**src/rtl/xmit_pkg.sv**
```systemverilog
// Shared types and constants for the transmit frame scheduler.
package xmit_pkg;

    localparam int unsigned LEN_W_DFLT   = 12;
    localparam int unsigned MAX_LEN_DFLT = 1518;

    localparam logic SEL_HI = 1'b1;
    localparam logic SEL_LO = 1'b0;

    typedef enum logic [1:0] {
        IDLE = 2'd0,
        XMIT = 2'd1,
        GAP  = 2'd2
    } xmit_state_e;

endpackage

```
**src/rtl/xmit_prio_sched_if.sv**
```systemverilog
// Descriptor-queue and byte-read handshake bundle for xmit_prio_sched.
interface xmit_prio_sched_if #(
    parameter int unsigned LEN_W = xmit_pkg::LEN_W_DFLT
);
    logic             hi_desc_valid;
    logic [LEN_W-1:0] hi_desc_len;
    logic             hi_desc_pop;
    logic             lo_desc_valid;
    logic [LEN_W-1:0] lo_desc_len;
    logic             lo_desc_pop;
    logic             tx_ready;
    logic             rd_en;
    logic             rd_sel;
    logic             sof;
    logic             eof;
    logic             frame_active;
    logic             discard;

    modport master (
        input  hi_desc_valid, hi_desc_len, lo_desc_valid, lo_desc_len, tx_ready,
        output hi_desc_pop, lo_desc_pop, rd_en, rd_sel, sof, eof, frame_active, discard
    );

    modport slave (
        output hi_desc_valid, hi_desc_len, lo_desc_valid, lo_desc_len, tx_ready,
        input  hi_desc_pop, lo_desc_pop, rd_en, rd_sel, sof, eof, frame_active, discard
    );
endinterface

```
**src/rtl/xmit_wprio_arb.sv**
```systemverilog
// Weighted-priority select between high and low queues, with the high-run counter.
module xmit_wprio_arb
    import xmit_pkg::*;
#(
    parameter int unsigned HI_WEIGHT = 10
) (
    input  logic clk_sys,
    input  logic reset,
    input  logic arb_en,
    input  logic hi_valid,
    input  logic lo_valid,
    input  logic legal,
    output logic grant,
    output logic grant_sel
);
    localparam logic [7:0] HiWeight = 8'(HI_WEIGHT);

    logic [7:0] hi_run_q, hi_run_d;

    assign grant     = arb_en && (hi_valid || lo_valid);
    assign grant_sel = (lo_valid && (!hi_valid || hi_run_q == HiWeight)) ? SEL_LO : SEL_HI;

    // Only legal grants move the run counter; discards leave it alone.
    always_comb begin
        hi_run_d = hi_run_q;
        if (grant && legal) begin
            if (grant_sel == SEL_HI && lo_valid) begin
                hi_run_d = (hi_run_q == HiWeight) ? hi_run_q : hi_run_q + 8'd1;
            end else begin
                hi_run_d = 8'd0;
            end
        end
    end

    always_ff @(posedge clk_sys) begin
        if (reset) begin
            hi_run_q <= 8'd0;
        end else begin
            hi_run_q <= hi_run_d;
        end
    end
endmodule

```
**src/rtl/xmit_prio_sched.sv**
```systemverilog
// Transmit frame scheduler: arbitrates queues, sequences byte reads, inserts the IFG.
// Optional statistics counters are enabled by defining XMIT_SCHED_STATS_EN.
module xmit_prio_sched
    import xmit_pkg::*;
#(
    parameter int unsigned LEN_W      = LEN_W_DFLT,
    parameter int unsigned MAX_LEN    = MAX_LEN_DFLT,
    parameter int unsigned HI_WEIGHT  = 10,
    parameter int unsigned IFG_CYCLES = 12
) (
    input  logic               clk_sys,
    input  logic               reset,
    xmit_prio_sched_if.master  bus
`ifdef XMIT_SCHED_STATS_EN
    ,
    output logic [15:0]        hi_frame_cnt,
    output logic [15:0]        lo_frame_cnt,
    output logic [15:0]        discard_cnt
`endif
);
    localparam logic [15:0] GapLast = (IFG_CYCLES == 0) ? 16'd0 : 16'(IFG_CYCLES - 1);

    xmit_state_e      state_q, state_d;
    logic [LEN_W-1:0] len_q, len_d;
    logic [LEN_W-1:0] cnt_q, cnt_d;
    logic [15:0]      gap_q, gap_d;
    logic             sel_q, sel_d;
    logic [LEN_W-1:0] sel_len;
    logic             arb_en, grant, grant_sel, legal;
    logic             hi_pop, lo_pop, rd_en, sof, eof, discard;

    // Holding arbitration off during reset keeps every output low while reset is asserted.
    assign arb_en  = (state_q == IDLE) && !reset;
    assign sel_len = (grant_sel == SEL_HI) ? bus.hi_desc_len : bus.lo_desc_len;
    assign legal   = (sel_len != '0) && (32'(sel_len) <= MAX_LEN);

    xmit_wprio_arb #(
        .HI_WEIGHT (HI_WEIGHT)
    ) u_arb (
        .clk_sys   (clk_sys),
        .reset     (reset),
        .arb_en    (arb_en),
        .hi_valid  (bus.hi_desc_valid),
        .lo_valid  (bus.lo_desc_valid),
        .legal     (legal),
        .grant     (grant),
        .grant_sel (grant_sel)
    );

    always_comb begin
        state_d = state_q;
        len_d   = len_q;
        cnt_d   = cnt_q;
        gap_d   = gap_q;
        sel_d   = sel_q;
        hi_pop  = 1'b0;
        lo_pop  = 1'b0;
        rd_en   = 1'b0;
        sof     = 1'b0;
        eof     = 1'b0;
        discard = 1'b0;
        unique case (state_q)
            IDLE: begin
                if (grant) begin
                    hi_pop = (grant_sel == SEL_HI);
                    lo_pop = (grant_sel == SEL_LO);
                    len_d  = sel_len;
                    sel_d  = grant_sel;
                    cnt_d  = '0;
                    if (legal) begin
                        state_d = XMIT;
                    end else begin
                        discard = 1'b1;
                    end
                end
            end
            XMIT: begin
                rd_en = bus.tx_ready;
                if (rd_en) begin
                    sof = (cnt_q == '0);
                    if (cnt_q == len_q - LEN_W'(1)) begin
                        eof     = 1'b1;
                        cnt_d   = '0;
                        gap_d   = '0;
                        state_d = (IFG_CYCLES == 0) ? IDLE : GAP;
                    end else begin
                        cnt_d = cnt_q + LEN_W'(1);
                    end
                end
            end
            GAP: begin
                if (gap_q == GapLast) begin
                    gap_d   = '0;
                    state_d = IDLE;
                end else begin
                    gap_d = gap_q + 16'd1;
                end
            end
            default: state_d = IDLE;
        endcase
    end

    always_ff @(posedge clk_sys) begin
        if (reset) begin
            state_q <= IDLE;
            len_q   <= '0;
            cnt_q   <= '0;
            gap_q   <= '0;
            sel_q   <= SEL_LO;
        end else begin
            state_q <= state_d;
            len_q   <= len_d;
            cnt_q   <= cnt_d;
            gap_q   <= gap_d;
            sel_q   <= sel_d;
        end
    end

    assign bus.hi_desc_pop  = hi_pop;
    assign bus.lo_desc_pop  = lo_pop;
    assign bus.rd_en        = rd_en;
    assign bus.rd_sel       = sel_q;
    assign bus.sof          = sof;
    assign bus.eof          = eof;
    assign bus.frame_active = (state_q == XMIT);
    assign bus.discard      = discard;

`ifdef XMIT_SCHED_STATS_EN
    logic [15:0] hi_frame_cnt_q, lo_frame_cnt_q, discard_cnt_q;

    always_ff @(posedge clk_sys) begin
        if (reset) begin
            hi_frame_cnt_q <= 16'd0;
            lo_frame_cnt_q <= 16'd0;
            discard_cnt_q  <= 16'd0;
        end else if (grant) begin
            if (!legal) begin
                discard_cnt_q <= discard_cnt_q + 16'd1;
            end else if (grant_sel == SEL_HI) begin
                hi_frame_cnt_q <= hi_frame_cnt_q + 16'd1;
            end else begin
                lo_frame_cnt_q <= lo_frame_cnt_q + 16'd1;
            end
        end
    end

    assign hi_frame_cnt = hi_frame_cnt_q;
    assign lo_frame_cnt = lo_frame_cnt_q;
    assign discard_cnt  = discard_cnt_q;
`endif
endmodule

```
**src/flat_wrapper.sv**
```systemverilog
// flat-port wrapper written by rule: the top's interface ports become plain ports
module xmit_prio_sched_flat import xmit_pkg::*;
#(
    parameter int unsigned LEN_W      = LEN_W_DFLT,
    parameter int unsigned MAX_LEN    = MAX_LEN_DFLT,
    parameter int unsigned HI_WEIGHT  = 10,
    parameter int unsigned IFG_CYCLES = 12
)
  (clk_sys, reset, bus_hi_desc_valid, bus_hi_desc_len, bus_lo_desc_valid, bus_lo_desc_len, bus_tx_ready, bus_hi_desc_pop, bus_lo_desc_pop, bus_rd_en, bus_rd_sel, bus_sof, bus_eof, bus_frame_active, bus_discard);
  xmit_prio_sched_if #(.LEN_W(LEN_W)) bus_i ();
  input  logic clk_sys;
  input  logic reset;
  input wire logic [$bits(bus_i.hi_desc_valid)-1:0] bus_hi_desc_valid;
  input wire logic [$bits(bus_i.hi_desc_len)-1:0] bus_hi_desc_len;
  input wire logic [$bits(bus_i.lo_desc_valid)-1:0] bus_lo_desc_valid;
  input wire logic [$bits(bus_i.lo_desc_len)-1:0] bus_lo_desc_len;
  input wire logic [$bits(bus_i.tx_ready)-1:0] bus_tx_ready;
  output wire logic [$bits(bus_i.hi_desc_pop)-1:0] bus_hi_desc_pop;
  output wire logic [$bits(bus_i.lo_desc_pop)-1:0] bus_lo_desc_pop;
  output wire logic [$bits(bus_i.rd_en)-1:0] bus_rd_en;
  output wire logic [$bits(bus_i.rd_sel)-1:0] bus_rd_sel;
  output wire logic [$bits(bus_i.sof)-1:0] bus_sof;
  output wire logic [$bits(bus_i.eof)-1:0] bus_eof;
  output wire logic [$bits(bus_i.frame_active)-1:0] bus_frame_active;
  output wire logic [$bits(bus_i.discard)-1:0] bus_discard;
  assign bus_i.hi_desc_valid = bus_hi_desc_valid;
  assign bus_i.hi_desc_len = bus_hi_desc_len;
  assign bus_i.lo_desc_valid = bus_lo_desc_valid;
  assign bus_i.lo_desc_len = bus_lo_desc_len;
  assign bus_i.tx_ready = bus_tx_ready;
  assign bus_hi_desc_pop = bus_i.hi_desc_pop;
  assign bus_lo_desc_pop = bus_i.lo_desc_pop;
  assign bus_rd_en = bus_i.rd_en;
  assign bus_rd_sel = bus_i.rd_sel;
  assign bus_sof = bus_i.sof;
  assign bus_eof = bus_i.eof;
  assign bus_frame_active = bus_i.frame_active;
  assign bus_discard = bus_i.discard;
  xmit_prio_sched #(.LEN_W(LEN_W), .MAX_LEN(MAX_LEN), .HI_WEIGHT(HI_WEIGHT), .IFG_CYCLES(IFG_CYCLES)) u_core (.clk_sys(clk_sys), .reset(reset), .bus(bus_i));
endmodule
```
**config.mk**
```make
export PLATFORM = sky130hd
export DESIGN_NAME = xmit_prio_sched_flat
export DESIGN_NICKNAME = d
export VERILOG_FILES = /design/src/rtl/xmit_pkg.sv /design/src/rtl/xmit_prio_sched_if.sv /design/src/rtl/xmit_wprio_arb.sv /design/src/rtl/xmit_prio_sched.sv /design/src/flat_wrapper.sv
export SDC_FILE = /design/constraint.sdc
export NUM_CORES = 1
export LEC_CHECK = 0
export CORE_MARGIN = 1.5
export CORE_UTILIZATION = 35
export CTS_CLUSTER_DIAMETER = 80
export DETAILED_ROUTE_END_ITERATION = 12
export PLACE_DENSITY = 0.54
export SLEW_MARGIN = 25
export SYNTH_ARGS = -nofsm -noshare
export SYNTH_HDL_FRONTEND = slang
export SYNTH_HIERARCHICAL = 1
export SYNTH_SLANG_ARGS = --single-unit
```
**constraint.sdc**
```tcl
create_clock -name clk_sys -period 2.95 [get_ports clk_sys]
set_clock_uncertainty 0.15 [all_clocks]
set_input_delay 0.295 -clock clk_sys [delete_from_list [all_inputs] [get_ports clk_sys]]
set_output_delay 0.295 -clock clk_sys [all_outputs]
set_load 0.005 [all_outputs]
```
# Yosys cells after proc, flatten, opt, wreduce, memory -nomap -nowiden
# Index checks and enable logic that the tools add are counted.
[word_totals]
mem_bits_ro = 0
in_bits = 29
latch_bits = 0
wordCells = 73
ram_bits = 0
reg_bits = 51
out_inout_bits = 8
memories = 0
[classes]
n_eq_ne = 11
bitwise = 0
add_sub_neg = 4
n_reduce_logical = 20
div_mod_pow = 0
n_lt_le_gt_ge = 1
mux = 31
shift = 0
n_mul = 0
[op_table]
columns = ["op", "n"]
rows = [
  ["$mux W12", 4],
  ["$mux W16", 3],
  ["$pmux W16 S2", 1],
  ["$pmux W12 S2", 1],
  ["$add A16 B1 Y16 const B", 1],
  ["$eq A16 B4 Y1 const B", 1],
  ["$mux W8", 2],
  ["$mux W1", 14],
  ["$add A12 B1 Y12 const B", 1],
  ["$eq A12 B12 Y1", 1],
  ["$le A12 B11 Y1 const B", 1],
  ["$logic_not A12 Y1", 1],
  ["$reduce_bool A12 Y1", 1],
  ["$sub A12 B1 Y12 const B", 1],
  ["$mux W2", 5],
  ["$add A8 B1 Y8 const B", 1],
  ["$eq A8 B4 Y1 const B", 1],
  ["$ne A2 B2 Y1 const B", 4],
  ["$logic_and A1 B1 Y1", 6],
  ["$pmux W2 S3", 1],
  ["$reduce_and A3 Y1", 2],
  ["$reduce_and A5 Y1", 1],
  ["$ne A2 B1 Y1 const B", 2],
  ["$reduce_and A2 Y1", 2],
  ["6 further kinds", 9],
]

# Longest topological paths before layout
# Gate-level depths: netlist of the first run.
[logic_depth]
ltp_word = 9
mapped_depth = 14
depth_no_buf = 12

# Hierarchy
# Netlist of the first run, hierarchy kept.
[by_module_without_submodules]
columns = ["module", "n_inst", "area_each_um2", "seq_area_each_um2", "cells_per_inst"]
rows = [
  ["xmit_prio_sched", 1, 2713.9, 860.8, 343],
  ["xmit_wprio_arb", 1, 462.9, 160.2, 50],
]

# Least setup slack after synthesis of the first run
# Ideal clock, no wire load.
[synth_timing]
kind = "register to register"
start = "register u_core.u_arb.hi_run_q[0]"
end = "register u_core.u_arb.hi_run_q[5]"
required_time_ns = 2.705
t_arrival_ns = 2.973
period_less_slack_ns = 3.219
setup_slack_ns = -0.269
n_path_buf = 1
setup_ns = 0.095
path_stages_with_launch = 14
path_cell_list = "dfxtp_1 -> inv_1 -> ha_1 -> or4b_1 -> o21ai_0 -> nand2_1 -> clkbuf_1 -> mux2i_1 -> a21oi_1 -> o211ai_1 -> and3_1 -> o211ai_2 -> or4_1 -> a221oi_1"
[synth_via]
word_cells_on_any_way = 15
cone_classes = "add/sub (1); order compare (1); eq/ne (2); mux (4); reduce/logical (7)"
[synth_lines]
columns = ["item", "line", "source"]
rows = [
  ["start, declared", "xmit_wprio_arb.sv:18", "logic [7:0] hi_run_q, hi_run_d;"],
  ["start signal, assigned", "xmit_wprio_arb.sv:39", "hi_run_q <= hi_run_d;"],
  ["$eq A8 B4 Y1 (*)", "xmit_wprio_arb.sv:21", "assign grant_sel = (lo_valid && (!hi_valid || hi_run_q == HiWeight)) ? SEL_LO : SEL_HI;"],
  ["$logic_or A1 B1 Y1 (*)", "xmit_wprio_arb.sv:21", ""],
  ["$logic_and A1 B1 Y1 (*)", "xmit_wprio_arb.sv:21", ""],
  ["$mux W1 (*)", "xmit_wprio_arb.sv:21", ""],
  ["net u_core.grant_sel", "xmit_prio_sched.sv:29", "logic arb_en, grant, grant_sel, legal;"],
  ["$logic_and A1 B1 Y1 (*)", "xmit_wprio_arb.sv:27", "if (grant_sel == SEL_HI && lo_valid) begin"],
  ["$ne A2 B2 Y1 (no source line)", "--", ""],
  ["$reduce_and A2 Y1 (no source line)", "--", ""],
]
# The timed path passes the listed nets; every way through them passes the cells marked *. The select of a mux whose other input is x is not followed.
# A chain may end at the register's enable or synchronous reset.

# Worst setup path in the final report of the first run
[layout_timing]
start = "register u_core.u_arb.hi_run_q[0]"
end = "register u_core.u_arb.hi_run_q[6]"
# Same word-level chain as after synthesis.

==> flow_summary_export.csv, run 1 <==
group,metric,value,unit
finish,drive_gt1_share,20.43,%
grt,grt_pass1_wl,14590,µm
yosys,yosys_register_bits,51,
finish,area_delta_synth_final,32.85,%
drt,avgRoutedWirePerCell,15.31,µm
clock_network,numCtsBuffers,5,
setup_path,rrSetupSlack,-190,ps
clock_network,tritoncts,"done",
timing,hold_ws,324.7,ps
setup_path,path_class,"reg2reg",
grt,grt_max_degree,38,
run,drv_cap,0,
die,core_area,0.008763,mm²
finish,final_util,48.16,%
clock_network,clk_latency,310,ps
drt,viasPerCell,5.636,
yosys,synth_cell_type_count,58,
timing,relSlewSlack,60.17,%
timing,hold_viol,0,
grt,grt_antenna_before_repair,0,
place,post-place-cells,551,
setup_path,end_kind,"flip-flop",
place,place_ws,-339.5,ps
clock_network,cts_buffer_depth,2,
finish,fin_cells,568,
clock_network,clockRootBuffer,"clkbuf_8",
timing,final-max-slew-violation-count,0,
yosys,ys_seq_area_share,32.14,%
pwr,p_per_area,425.8,mW/mm²
yosys,syn_area,0.003177,mm²
place,dpl.hpwl,6277,µm
timing,period_share,106.3,%
grt,grt.total_usage,18.04,%
die,die_area,0.009657,mm²
outcome,status,"finished, violations left",
pwr,p_leak,1.520,nW
timing,rsz0062_at_grt,"true",
drt,first_iter_violations,169,
timing,fmax,318.8,MHz
timing,min_period,3137,ps
setup_path,required,3030,ps
clock_network,clkTransAtPathRegs,100,ps
finish,diodes,0,
drt,drc_errors,0,
grt,grt_pass1_vias,2958,
die,die_w,98.27,µm
place,place_congestion,0.8366,
drt,postRouteAntennaNets,0,
die,num_io_pins,37,
yosys,synthFlopType,"dfxtp_1",
clock_network,clkSinkCount,51,
yosys,syn-num-nets,428,
setup_path,cp_data_arrival_time,3210,ps
clock_network,hold_buffers,0,
timing,setup_viol,8,
setup_path,worstSetupStartpointType,"flip-flop",
yosys,synth-edff-count,0,
die,num_rows,34,
die,start_util,36.25,%
yosys,synth-async-reset-ratio,0,%
hold_path,hold_path_class,"reg2reg",
place,port_buffers,36,
timing,worst_slack,-186.7,ps
yosys,syn_inst,393,
finish,finalNetCount,494,
drt,drt-total-wl,8696,µm
yosys,postSynthAreaPerCell,8.083,µm²
setup_path,crit_path_max_fanout,4,
pwr,peakVddDrop,0.2158,mV
grt,gr-total-overflow,0,
yosys,yosysWarnings,6,
drt,drt_first_pass_iters,4,
die,die_h,98.27,µm
timing,tightest_slew,595.6,ps
outcome,violations,"setup timing",
drt,vias,3201,
clock_network,htreeDepth,2,
kinds of logic (layout without fill, tap and decap cells):
group	after synthesis	count (layout)	share of synthesized area, %
and+or+nand+nor	164	164	27.33
AOI/OAI and AO/OA	97	97	22.96
xor gates and xnor gates	22	22	6.066
adders and majority gates	6	6	2.363
DFF	51	51	32.14
muxes	13	13	4.096
buffers and inverters	40	107	5.042
worst max-delay path: stages, from the launching register on:
cell and delay (ps):
dfxtp_2 340, inv_2 50, ha_1 120, or4b_4 470, o21ai_2 140, nand2_2 100, mux2i_2 250, a21oi_1 120
o211ai_1 190, and3_4 260, buf_4 130, o2111ai_4 110, or3_4 390, a221oi_2 230
per-stage QoR:
step	TNS (ps)	area, µm²	total power [mW]
after floorplan	-146.5	3209	1.019
after global placement	-1198	3866	1.176
after detailed placement	-2371	3866	1.183
after CTS	-549.5	4079	1.793
after global routing	-2389	4220	1.892
final	-754.7	4220	1.797
layout by cell type, fill, tap and decap left out, drive strengths merged, types with 6 or more instances in the layout:
master,Yosys,layout
a211oi,18,18
a21oi,9,9
a221oi,6,6
a311oi,6,6
and3,13,13
buf,6,42
clkbuf,13,6
clkdlybuf4s50,0,32
dfxtp,51,51
ha,6,6
inv,21,21
mux2i,13,13
nand2,34,34
nand3,14,14
nand4,16,16
nor2,40,40
nor3,10,10
nor4,11,11
o21ai,15,15
or3,6,6
xnor2,13,13
xor2,9,9
final timing paths:
path	cells after the start	start	end
max	13	u_core/u_arb/hi_run_q[0]$_SDFFE_PP0P_	u_core/u_arb/hi_run_q[6]$_SDFFE_PP0P_
min	2	u_core/gap_q[1]$_SDFFE_PP0P_	u_core/gap_q[1]$_SDFFE_PP0P_
max reg2reg	13	u_core/u_arb/hi_run_q[0]$_SDFFE_PP0P_	u_core/u_arb/hi_run_q[6]$_SDFFE_PP0P_
min reg2reg	2	u_core/gap_q[1]$_SDFFE_PP0P_	u_core/gap_q[1]$_SDFFE_PP0P_
routing by layer:
metal / global-route usage, % / routed length, µm / share of wire (%) / vias up
met2: 28.22 / 3911 / 45 / 62
met4: 4.550 / 87 / 1.0 / 0
li1: - / - / - / 1624
met5: 0 / 0 / 0 / -
met1: 26.07 / 4476 / 51 / 1506
met3: 2.649 / 221 / 2.5 / 9
cell usage after synthesis, drive strengths merged (2+ instances only):
| library cell | n | share of area [%] |
|---|---|---|
| mux2i | 13 | 4.1 |
| ha | 6 | 2.4 |
| nor4b | 3 | 1.0 |
| a211oi | 18 | 4.3 |
| o31ai | 3 | 0.71 |
| and4 | 2 | 0.55 |
| inv | 21 | 2.5 |
| o32ai | 5 | 1.4 |
| a21oi | 9 | 1.4 |
| o21a | 5 | 1.2 |
| a31o | 2 | 0.55 |
| o211ai | 5 | 1.7 |
| nor2 | 40 | 4.7 |
| nand2b | 4 | 0.79 |
| and3 | 13 | 2.6 |
| or3 | 6 | 1.2 |
| nand2 | 34 | 4.0 |
| nor4 | 11 | 2.4 |
| buf | 6 | 1.0 |
| nand4 | 16 | 3.2 |
| nand3 | 14 | 2.2 |
| nor3 | 10 | 2.0 |
| o32a | 2 | 0.63 |
| o22ai | 5 | 0.98 |
| clkbuf | 13 | 1.5 |
| xor2 | 9 | 2.5 |
| a41oi | 4 | 1.1 |
| o21ai | 15 | 2.6 |
| dfxtp | 51 | 32 |
| a311oi | 6 | 1.7 |
| a221oi | 6 | 1.7 |
| or4 | 4 | 1.1 |
| xnor2 | 13 | 3.6 |
| o2111ai | 2 | 0.75 |
| a31oi | 5 | 0.98 |
flip-flops by register name, summed over array words and instances, names as in the netlist:
name,flops
u_core/u_arb/hi_run_q,8
u_core/state_q,2
u_core/cnt_q,12
u_core/bus.rd_sel,1
u_core/gap_q,16
u_core/len_q,12
power by group:
group	switching, mW	internal [mW]
combinational	0.237	0.223
clock	0.250	0.338
sequential	0.0345	0.714
layout make-up:
cell class / instances / area, µm²
Timing Repair Buffer: 78 / 681.9
Clock buffer: 5 / 68.82
Tap cell: 108 / 135.1
Multi-Input combinational cell: 302 / 2160
Inverter: 21 / 78.83
Clock inverter: 3 / 67.56
Fill cell: 842 / 4543
Sequential cell: 51 / 1028
timing repair:
| item | 4_1_cts | 5_1_grt |
|---|---|---|
| setup endpoints to repair | 13 | 13 |
| gates resized for setup | 18 | 18 |
| setup buffers | 2 | 7 |
| pin swaps | 7 | 7 |
No activity file was read; power rests on OpenSTA's default activity.
==> inputs of run 2 (changes only) <==
Settings changed: CAP_MARGIN set to 15.
==> results of run 2 <==
Final layout, timing and power as in run 1 (identical DEF).
==> inputs of run 3 (changes only) <==
Settings changed: CORE_UTILIZATION 35 to 51, MAX_ROUTING_LAYER set to met4, PLACE_DENSITY 0.54 to 0.75.
==> flow_summary_export.csv, run 3 (synthesized netlist as in run 1, its figures left out) <==
group,metric,value,unit
clock_network,numCtsBuffers,5,
drt,first_iter_violations,256,
timing,final-max-slew-violation-count,0,
timing,rsz0062_at_grt,"true",
timing,tightest_slew,514.0,ps
drt,viasPerCell,6.129,
grt,grt_pass1_vias,3010,
finish,finalNetCount,503,
finish,drive_gt1_share,22.39,%
die,num_rows,28,
pwr,p_per_area,412.1,mW/mm²
clock_network,clockRootBuffer,"clkbuf_8",
timing,hold_viol,0,
place,dpl.hpwl,5740,µm
drt,drc_errors,0,
clock_network,cts_buffer_depth,2,
clock_network,htreeDepth,2,
finish,reg.largest.list,"u_core/gap_q (16), u_core/cnt_q (12), u_core/len_q (12)",
setup_path,cp_data_arrival_time,3100,ps
setup_path,crit_path_max_fanout,6,
setup_path,path_class,"reg2reg",
die,core_area,0.005956,mm²
hold_path,hold_path_class,"reg2reg",
timing,hold_ws,324.8,ps
finish,final_common_cell,"buf_4",
clock_network,clkTransAtPathRegs,100,ps
setup_path,path_buf_inv,1,
timing,period_share,102.5,%
finish,fin_cells,544,
pwr,peakVddDrop,0.2324,mV
clock_network,tritoncts,"done",
pwr,p_leak,1.542,nW
drt,drt-total-wl,8241,µm
pwr,power,1.749,mW
timing,fmax,330.8,MHz
timing,min_period,3023,ps
place,port_buffers,36,
drt,vias,3334,
setup_path,end_kind,"flip-flop",
outcome,violations,"setup timing",
finish,largest_reg_flops,16,
die,die_area,0.006712,mm²
clock_network,clkSinkCount,51,
place,post-place-cells,516,
finish,diodes,0,
setup_path,worstSetupStartpointType,"flip-flop",
finish,final_cell_mix,"48 x buf_4, 47 x dfxtp_1, 38 x nor2_1, 33 x clkdlybuf4s50_1, 33 x nand2_1",
timing,worst_slack,-73.43,ps
finish,regMostFlops,"u_core/gap_q",
finish,area_delta_synth_final,33.64,%
finish,final_util,71.28,%
timing,relSlewSlack,65.63,%
grt,grt_max_degree,38,
drt,drt_first_pass_iters,5,
setup_path,crit_chain,"inv_2, ha_1, or4b_4, o21ai_2, nand2_2, mux2i_2, a21oi_1, o211ai_1, and3_4, o211ai_4, or4_1, a221oi_2",
place,place_congestion,0.9021,
setup_path,cp_slowest_cell,"or4_1",
grt,grt_antenna_before_repair,0,
drt,avgRoutedWirePerCell,15.15,µm
place,place_ws,-173.5,ps
die,num_io_pins,37,
place,place_area,0.003810,mm²
setup_path,rrSetupSlack,-70,ps
timing,tns,-170.3,ps
run,drv_cap,0,
drt,postRouteAntennaNets,0,
die,die_h,81.93,µm
clock_network,clk_latency,310,ps
grt,grt.total_usage,26.06,%
setup_path,crit_family,"simple AND/OR/NAND/NOR gates",
die,start_util,53.34,%
outcome,status,"finished, violations left",
finish,stdcell_area,0.004245,mm²
grt,grt_pass1_wl,13440,µm
grt,gr-total-overflow,0,
die,die_w,81.93,µm
setup_path,critical_path.max_stage_delay,490,ps
timing,setup_viol,5,
setup_path,required,3030,ps
==> run 3: changes by cell type in the layout (fill, tap and decap cells not counted), moves of 2 or more <==
| cell | change |
|---|---|
| buf_4 | +8 |
| a221oi_2 | -2 |
| inv_1 | -2 |
| buf_2 | +2 |
| a221oi_1 | +2 |
| dfxtp_4 | +2 |
| dfxtp_2 | -2 |
==> run 3: layout make-up <==
| cell class | count | area [µm²] |
|---|---|---|
| Timing Repair Buffer | 87 | 745.7 |
| Sequential cell | 51 | 1033 |
| Inverter | 21 | 81.33 |
| Clock buffer | 6 | 82.58 |
| Tap cell | 75 | 93.84 |
| Clock inverter | 2 | 35.03 |
| Fill cell | 461 | 1710 |
| Multi-Input combinational cell | 302 | 2173 |
==> run 3: worst paths after layout <==
path / start / endpoint / depth (start not counted)
setup / recovery: u_core/u_arb/hi_run_q[0]$_SDFFE_PP0P_ / u_core/u_arb/hi_run_q[5]$_SDFFE_PP0P_ / 12
hold / removal: u_core/gap_q[1]$_SDFFE_PP0P_ / u_core/gap_q[1]$_SDFFE_PP0P_ / 2
setup reg to reg: u_core/u_arb/hi_run_q[0]$_SDFFE_PP0P_ / u_core/u_arb/hi_run_q[5]$_SDFFE_PP0P_ / 12
hold reg to reg: u_core/gap_q[1]$_SDFFE_PP0P_ / u_core/gap_q[1]$_SDFFE_PP0P_ / 2
==> run 3: power by group <==
group | leakage, nW | internal, mW | switching [mW]
Clock | 0.0612 | 0.275 | 0.231
Sequential | 0.416 | 0.714 | 0.0337
Combinational | 1.06 | 0.239 | 0.257
==> run 3: layer usage <==
metal / global-route usage, % / vias up / routed length (µm)
met2: 41.48 / 121 / 3917
met3: 4.667 / 17 / 415
met1: 33.45 / 1556 / 3763
li1: - / 1640 / -
met4: 8.305 / 0 / 145
met5: - / - / 0
==> run 3: timing repair <==
action                     in CTS  in global routing
setup buffers                  11                  9
gates cloned                    0                  1
resized for setup              22                 23
pin swaps                      14                 20
setup endpoints to repair      10                 31
hold buffers                    0                  0
==> run 3: worst min-delay path, delay by kind of cell, from the launching register on <==
kind             cells  cell delay (ps)
flip-flops           1              330
AND/OR/NAND/NOR      1               60
AO/OA/AOI/OAI        1               50
